**src/rtl/mips_pkg.sv**
```systemverilog
// Shared MIPS pipeline definitions: opcode constants, hazard FSM state
// encoding and a helper that says whether an opcode reads its rt field.
package mips_pkg;

   localparam logic [5:0] OP_RTYPE = 6'b000000;
   localparam logic [5:0] OP_LW    = 6'b100011;
   localparam logic [5:0] OP_SW    = 6'b101011;
   localparam logic [5:0] OP_ADDI  = 6'b001000;
   localparam logic [5:0] OP_BEQ   = 6'b000100;

   typedef enum logic [0:0] {
      ST_RUN   = 1'b0,
      ST_STALL = 1'b1
   } state_t;

   // Only R-type, SW and BEQ read rt as a source. LW/ADDI write rt, and any
   // unknown opcode is treated as reading rs alone.
   function automatic logic op_uses_rt(input logic [5:0] opcode);
      return (opcode == OP_RTYPE) || (opcode == OP_SW) || (opcode == OP_BEQ);
   endfunction

endpackage

```
**src/rtl/sat_counter.sv**
```systemverilog
// Saturating up-counter: increments once per clock while inc is high and
// sticks at all-ones instead of wrapping.
module sat_counter #(
   parameter int CNT_W = 32
) (
   input  logic             clk,
   input  logic             rst_n,
   input  logic             inc,
   output logic [CNT_W-1:0] count
);

   logic at_max;

   assign at_max = (count == {CNT_W{1'b1}});

   // Count up on inc, hold at the ceiling.
   always_ff @(posedge clk or negedge rst_n) begin
      if (!rst_n) begin
         count <= '0;
      end else if (inc && !at_max) begin
         count <= count + {{(CNT_W-1){1'b0}}, 1'b1};
      end
   end

endmodule

```
**src/rtl/hazard_stall_ctrl.sv**
```systemverilog
// ID-stage hazard unit for a MIPS pipeline with BEQ resolved in ID.
// Detects load-use and branch-operand hazards, drives the bubble/hold
// controls, and counts stalled cycles for performance monitoring.
//
// Hold semantics: whenever hazard_detected is high, the decoder emits a
// bubble and pc_write/ifid_write are low in that same cycle, so the PC and
// IF/ID registers keep their contents on that clock edge. There is no
// handshake; the three outputs are strictly complementary at all times.
module hazard_stall_ctrl
   import mips_pkg::*;
#(
   parameter int REG_W = 5,
   parameter int CNT_W = 32
) (
   input  logic             clk,
   input  logic             rst_n,
   input  logic [5:0]       id_opcode,
   input  logic [REG_W-1:0] id_rs,
   input  logic [REG_W-1:0] id_rt,
   input  logic             ex_mem_read,
   input  logic             ex_reg_write,
   input  logic [REG_W-1:0] ex_dest,
   input  logic             mem_mem_read,
   input  logic [REG_W-1:0] mem_dest,
   output logic             hazard_detected,
   output logic             pc_write,
   output logic             ifid_write,
   output logic [CNT_W-1:0] stall_cycles
);

   state_t     state;
   state_t     state_next;
   logic [1:0] rem;
   logic [1:0] rem_next;

   logic       uses_rt;
   logic       is_beq;
   logic       match_ex;
   logic       match_mem;
   logic [1:0] n_req;
   logic       hazard_fsm;

   // Source-operand matching against the EX and MEM destinations.
   // Register $zero is never a real producer, so it never matches.
   always_comb begin
      uses_rt   = op_uses_rt(id_opcode);
      is_beq    = (id_opcode == OP_BEQ);
      match_ex  = (ex_dest != '0) &&
                  ((ex_dest == id_rs) || (uses_rt && (ex_dest == id_rt)));
      match_mem = (mem_dest != '0) &&
                  ((mem_dest == id_rs) || (uses_rt && (mem_dest == id_rt)));
   end

   // Required stall length: a load feeding BEQ needs two bubbles (the load
   // result exists only after MEM), other hazards need one. Largest wins.
   always_comb begin
      n_req = 2'd0;
      if (ex_mem_read && match_ex) begin
         n_req = is_beq ? 2'd2 : 2'd1;
      end else if (is_beq && ex_reg_write && !ex_mem_read && match_ex) begin
         n_req = 2'd1;
      end else if (is_beq && mem_mem_read && match_mem) begin
         n_req = 2'd1;
      end
   end

   // State and remaining-stall registers.
   always_ff @(posedge clk or negedge rst_n) begin
      if (!rst_n) begin
         state <= ST_RUN;
         rem   <= 2'd0;
      end else begin
         state <= state_next;
         rem   <= rem_next;
      end
   end

   // Next-state and raw stall request. RUN reacts in the same cycle (Mealy);
   // a one-cycle stall simply re-evaluates in RUN, and only the two-cycle
   // case parks in STALL, where the inputs are ignored.
   always_comb begin
      state_next = state;
      rem_next   = rem;
      hazard_fsm = 1'b0;
      unique case (state)
         ST_RUN: begin
            if (n_req != 2'd0) begin
               hazard_fsm = 1'b1;
            end
            if (n_req == 2'd2) begin
               state_next = ST_STALL;
               rem_next   = 2'd1;
            end
         end
         ST_STALL: begin
            hazard_fsm = 1'b1;
            rem_next   = (rem == 2'd0) ? 2'd0 : rem - 2'd1;
            if (rem <= 2'd1) begin
               state_next = ST_RUN;
            end
         end
         default: begin
            state_next = ST_RUN;
            rem_next   = 2'd0;
         end
      endcase
   end

   // While reset is held the pipeline must run freely whatever the inputs.
   assign hazard_detected = rst_n & hazard_fsm;
   assign pc_write        = ~hazard_detected;
   assign ifid_write      = ~hazard_detected;

   sat_counter #(
      .CNT_W (CNT_W)
   ) u_stall_cnt (
      .clk   (clk),
      .rst_n (rst_n),
      .inc   (hazard_detected),
      .count (stall_cycles)
   );

endmodule

```
**config.mk**
```make
export PLATFORM = sky130hd
export DESIGN_NAME = hazard_stall_ctrl
export DESIGN_NICKNAME = d
export VERILOG_FILES = /design/src/rtl/mips_pkg.sv /design/src/rtl/sat_counter.sv /design/src/rtl/hazard_stall_ctrl.sv
export SDC_FILE = /design/constraint.sdc
export NUM_CORES = 1
export LEC_CHECK = 0
export CAP_MARGIN = 20
export CORE_MARGIN = 8
export CORE_UTILIZATION = 51
export CTS_BUF_LIST = sky130_fd_sc_hd__clkbuf_8
export DETAILED_ROUTE_END_ITERATION = 8
export GPL_TIMING_DRIVEN = 0
export PLACE_DENSITY = 0.87
export SYNTH_ARGS = -nofsm -noshare
export SYNTH_HDL_FRONTEND = slang
export SYNTH_SLANG_ARGS = --single-unit
```
**constraint.sdc**
```tcl
create_clock -name clk -period 6.77 [get_ports clk]
set_input_delay 0.677 -clock clk [delete_from_list [all_inputs] [get_ports clk]]
set_output_delay 0.677 -clock clk [all_outputs]
set_load 0.005 [all_outputs]
```
-- Yosys cells after proc, flatten, opt, wreduce, memory -nomap -nowiden
Index checks and enable logic that the tools add are counted.
- word-level logic and storage cells: 52
- flip-flop bits (word level): 35
- input bits: 31
- output and inout port bits: 35
- bitwise operators: 3
- reductions and logical operators: 22
- mux-type cells: 12
- order comparisons: 1
- eq/ne operators: 9
- $add $sub $neg: 2
- operators by type and width (kind ; count):
    $add 32x1->32 const B ; 1
    $eq 32x32->1 const B ; 1
    $eq 5x5->1 ; 4
    $logic_and 1x1->1 ; 11
    $reduce_bool 5->1 ; 2
    $mux 2 ; 4
    $eq 6x3->1 const B ; 1
    $eq 6x6->1 const B ; 1
    $logic_not 6->1 ; 1
    $mux 1 ; 5
    $logic_or 1x1->1 ; 4
    $pmux 1 s2 ; 2
    $pmux 2 s2 ; 1
    $eq 2x2->1 const B ; 1
    $le 2x1->1 const B ; 1
    $logic_not 1->1 ; 2
    $logic_not 2->1 ; 1
    $ne 2x2->1 const B ; 1
    $not 1->1 ; 2
    $reduce_bool 2->1 ; 1
    $sub 2x1->2 const B ; 1
    $and 1x1->1 ; 1

-- Depth between registers and ports, before layout
- depth in word-level cells: 15
- mapped depth: 8
- gate-level depth less buffers: 7

-- Modules after synthesis
Synthesis repeated with hierarchy kept, for this count alone.
- cell total of the unflattened synthesis: 199
- area, all modules: 2019.4 µm²
- modules (own cells, without submodules) (module ; cells an instance ; area each (µm²) ; instances ; seq. area each (µm²)):
    sat_counter ; 144 ; 1561.5 ; 1 ; 800.8
    hazard_stall_ctrl ; 55 ; 457.9 ; 1 ; 75.1

-- Worst setup path after synthesis
OpenSTA, ideal clock, no wires.
- path kind: in2out
- from: input mem_dest[1]
- to: output pc_write
- stages: 5
- required time: 6093 ps
- path buffers: 1
- path slack: 4097 ps
- arrival time: 1996 ps
- cells stage by stage: or4_1 > o2111ai_1 > o21ai_1 > nor2_1 > buf_4
- cells in the longest elaborated chain, start to end: 13
- elaborated cells on any way between the ends: 15
- those cells by class: eq/ne (2); mux (5); bitwise (2); reduce/logical (6)
- RTL lines (what ; line ; RTL):
    from (decl) ; hazard_stall_ctrl.sv:24 ; input logic [REG_W-1:0] mem_dest,
    $eq 5x5->1 ; hazard_stall_ctrl.sv:51 ; ((mem_dest == id_rs) || (uses_rt && (mem_dest == id_rt)));
    $logic_and 1x1->1 ; hazard_stall_ctrl.sv:51 ;
    $logic_or 1x1->1 ; hazard_stall_ctrl.sv:51 ;
    $logic_and 1x1->1 * ; hazard_stall_ctrl.sv:50 ; match_mem = (mem_dest != '0) &&
    $logic_and 1x1->1 * ; hazard_stall_ctrl.sv:62 ; end else if (is_beq && mem_mem_read && match_mem) begin
    $mux 1 * ; hazard_stall_ctrl.sv:62 ;
    $mux 1 * ; hazard_stall_ctrl.sv:60 ; end else if (is_beq && ex_reg_write && !ex_mem_read && match_ex) begin
    $mux 2 * ; hazard_stall_ctrl.sv:58 ; if (ex_mem_read && match_ex) begin
    $reduce_bool 2->1 * ; hazard_stall_ctrl.sv:87 ; if (n_req != 2'd0) begin
    $mux 1 * ; hazard_stall_ctrl.sv:87 ;
    $pmux 1 s2 * ; hazard_stall_ctrl.sv:85 ; unique case (state)
    $and 1x1->1 * ; hazard_stall_ctrl.sv:110 ; assign hazard_detected = rst_n & hazard_fsm;
    $not 1->1 * ; n/a ;
    to (decl) ; hazard_stall_ctrl.sv:26 ; output logic pc_write,
Every way passes the cells marked *; elsewhere a longest branch is shown, timed or not.

-- Worst setup path after layout
- from: input mem_dest[1]
- to: output pc_write
- cells in the longest elaborated chain, start to end: 13
- elaborated cells on any way between the ends: 15
- those cells by class: eq/ne (2); mux (5); bitwise (2); reduce/logical (6)
- RTL lines (what ; line ; RTL):
    $eq 5x5->1 ; hazard_stall_ctrl.sv:51 ;
    $logic_and 1x1->1 ; hazard_stall_ctrl.sv:51 ;
    $logic_or 1x1->1 ; hazard_stall_ctrl.sv:51 ;
    $logic_and 1x1->1 * ; hazard_stall_ctrl.sv:50 ;
    $logic_and 1x1->1 * ; hazard_stall_ctrl.sv:62 ;
    $mux 1 * ; hazard_stall_ctrl.sv:62 ;
    $mux 1 * ; hazard_stall_ctrl.sv:60 ;
    $mux 2 * ; hazard_stall_ctrl.sv:58 ;
    $reduce_bool 2->1 * ; hazard_stall_ctrl.sv:87 ;
    $mux 1 * ; hazard_stall_ctrl.sv:87 ;
    $pmux 1 s2 * ; hazard_stall_ctrl.sv:85 ;
    $and 1x1->1 * ; hazard_stall_ctrl.sv:110 ;
    $not 1->1 * ; hazard_stall_ctrl.sv:111 ; assign pc_write = ~hazard_detected;
Marks and branches as above.

==> flow_summary_export.csv <==
group,metric,value,unit
route,vias,1756,
yosys,synth_cell_types,43,
global_route,overflow,0,
floorplan,ios,66,
clocking,clkSlewWorstSetupHoldPaths,0.08,ns
setup_path,cp_cell_sequence,"clkdlybuf4s50_1 > or4_1 > o2111ai_1 > o21ai_1 > nor2_1 > buf_4 > clkdlybuf4s50_1",
floorplan,core-area,3914,um^2
clocking,post-cts-setup-buffers,0,
global_route,grt_usage,17.70,%
clocking,worstSkewPairLatency,0.30,ns
power,power.density,171.2,nW/um^2
floorplan,placementRows,23,
clocking,cts-root-buf,"clkbuf_8",
route,ant_nets,0,
global_route,grt_pass1_wl,8749,um
setup_path,crit_path_frequent_cell,"clkdlybuf4s50_1",
timing,report.final.slew_viol_count,0,
final_layout,final_nets,309,
yosys,yosysSeqAreaShare,43.34,%
setup_path,setup.worst_path.class,"in2out",
yosys,syn_nets,237,
setup_path,critical_path_required,6.09,ns
global_route,grt_pass1_vias,1807,
yosys,yosys_warnings,0,
clocking,cts_max_level,2,
timing,final.period_utilization,55.70,%
yosys,syn_area_per_cell,9.857,um^2
final_layout,n_antenna_cell,0,
yosys,yosysTopAreaCell,"dfrtp_1",
timing,worst_pin_slew,0.8094,ns
clocking,numCtsBuffers,5,
setup_path,timing.rr.start,"u_stall_cnt.count[9]",
route,drc,0,
clocking,cts_hold_buf,0,
setup_path,reg2reg_depth,7,
global_route,grt_max_degree,39,
setup_path,crit_start,"mem_dest[1]",
timing,rsz0062_at_grt,"false",
power,p_total,0.4865,mW
power,vdd_ir_drop_max,0.0001321,V
setup_path,slowest_stage,"or4_1",
timing,skew,0.01206,ns
clocking,cts.sinks,35,
route,drt-wirelength-per-cell,16.02,um
timing,maxSlewHeadroom,46.04,%
route,viasPerCell,5.354,
timing,max_freq,265.2,MHz
place,numPortBuffers,65,
setup_path,reg2reg_to,"u_stall_cnt.count[1]",
yosys,ys_ff_latch,35,
status,status,"completed",
route,detail_route.iter0.violations,95,
setup_path,critPathMaxFanout,7,
yosys,syn_inst,205,
timing,min_period,3.771,ns
yosys,syn_area,2021,um^2
setup_path,timing.critical_path.buf_inv,3,
timing,finalSetupViolations,0,
place,hpwl,4121,um
floorplan,start_util,51.63,%
final_layout,syn2layout_area_growth,40.62,%
final_layout,final-instance-count-excl-fill,328,
clocking,cts_tree,"done",
setup_path,r2r_setup_slack,4.20,ns
route,dr.pass1.iters,5,
power,leakage,1.290,nW
place,place_inst,320,
yosys,synth_top_area_share,43.34,%
setup_path,slowest_delay,0.53,ns
floorplan,die_w,78.95,um
global_route,antenna_found_initial,0,
timing,tns,0,ns
setup_path,critPathCaptureType,"output port",
floorplan,die_y,78.95,um
setup_path,cp.arrival,3.09,ns
floorplan,die_area,6232,um^2
route,drt-total-wl,5253,um
yosys,synthTopCellsByArea,"dfrtp_1, xor2_1, nor3_1",
run,cap_violations,0,
clocking,cts-resized-gates,0,
final_layout,layout-drive-gt1-share,8.273,%
clocking,cts_max_path_buffers,2,
setup_path,crit_path_start_kind,"input pin",
worst_hold_path,hp-class,"in2async",
setup_path,critical_path.top_delay_family,"buffers and inverters",
place,gpl.final_weighted_congestion,0.8269,
timing,finalHoldViolCount,0,
## cell type report
| class | instances | area, um^2 |
|---|---|---|
| buffer | 5 | 37.54 |
| clock buffer | 5 | 68.82 |
| clock inverter | 3 | 43.79 |
| fill | 312 | 1072 |
| inverter | 9 | 33.78 |
| multi-input combinational | 156 | 1074 |
| sequential | 35 | 875.8 |
| tap | 50 | 62.56 |
| timing repair buffer | 65 | 645.6 |
## worst reg2reg max path, delay by kind of cell, from the launching register on
family                 cells  cell delay [ns]
AOI/OAI and AO/OA          1             0.26
DFF                        1             0.46
buffers and inverters      1             0.23
and+or+nand+nor            4             1.17
muxes                      1             0.32
## kinds of logic (layout without fill, tap and decap cells)
| group | after synthesis | in the layout | share of synthesized area [%] |
|---|---|---|---|
| AOI/OAI and AO/OA | 11 | 11 | 4.210 |
| xor gates and xnor gates | 50 | 50 | 21.67 |
| adders and majority gates | 1 | 1 | 0.6191 |
| buffers and inverters | 14 | 87 | 3.529 |
| DFF | 35 | 35 | 43.34 |
| muxes | 2 | 2 | 1.114 |
| and+or+nand+nor | 92 | 92 | 25.51 |
## routing by layer
metal  track usage (%)  part of all wire [%]
met3             4.515                   5.0
met5                 0                     0
met1             20.14                    40
met2             31.15                    53
met4             6.667                   1.5
## state kept, by name, indices dropped and copies added (netlist names)
signal,cells
rem,2
state,1
u_stall_cnt.count,32
## cell usage after synthesis, drive strengths merged
| library cell | n |
|---|---|
| nor3b | 1 |
| a21boi | 1 |
| o2111a | 1 |
| and2 | 2 |
| nand4 | 3 |
| and4 | 3 |
| xor2 | 41 |
| o221a | 1 |
| nand2b | 1 |
| nand2 | 15 |
| or3 | 4 |
| nor4 | 12 |
| a22oi | 1 |
| xnor2 | 9 |
| dfrtp | 35 |
| inv | 9 |
| o21a | 1 |
| nor3 | 19 |
| clkbuf | 1 |
| nand3 | 13 |
| ha | 1 |
| o2111ai | 1 |
| nor2 | 14 |
| and3b | 1 |
| o21ai | 3 |
| mux2 | 2 |
| a21oi | 1 |
| or4 | 2 |
| buf | 4 |
| o21bai | 1 |
| and3 | 2 |
## worst max path at each step
stage,end,cells after the start
3_5_place_dp,pc_write,7
2_1_floorplan,pc_write,5
6_report,pc_write,7
3_3_place_gp,pc_write,6
4_1_cts,pc_write,7
5_1_grt,pc_write,7
## per-stage QoR
stage	hold WS (ns)	utilization [%]	instance area (um^2)	worst slack, ns
floorplan	0.3814	-	2021	4.097
global placement	0.4820	69.85	2734	2.263
detailed placement	0.4822	69.73	2729	2.980
CTS	0.4893	72.60	2841	2.972
global route	0.5180	72.60	2841	2.832
finish	0.4602	72.60	2841	2.999
## cells in the final DEF (no fill, tap or decap), types with 2 or more instances in the layout
cell type | synthesis | layout
xor2_1 | 41 | 41
nand3_1 | 13 | 13
xnor2_1 | 9 | 9
nor3_2 | 2 | 2
and3_1 | 2 | 2
clkdlybuf4s50_1 | 0 | 64
nand4_1 | 2 | 2
or3_1 | 3 | 3
nor2_1 | 14 | 14
dfrtp_1 | 35 | 35
nor3_1 | 17 | 17
buf_6 | 2 | 2
clkbuf_8 | 0 | 5
inv_1 | 9 | 9
nor4_1 | 12 | 12
nand2_1 | 15 | 15
## power by group
| part | internal (mW) | total, mW | leakage (nW) | switching (mW) |
|---|---|---|---|---|
| clock network | 0.110 | 0.189 | 0.0581 | 0.0795 |
| logic | 0.0402 | 0.0682 | 0.775 | 0.0281 |
| registers | 0.220 | 0.229 | 0.456 | 0.00938 |
| total | 0.370 | 0.486 | 1.29 | 0.117 |
(Power assumes the default switching activity.)
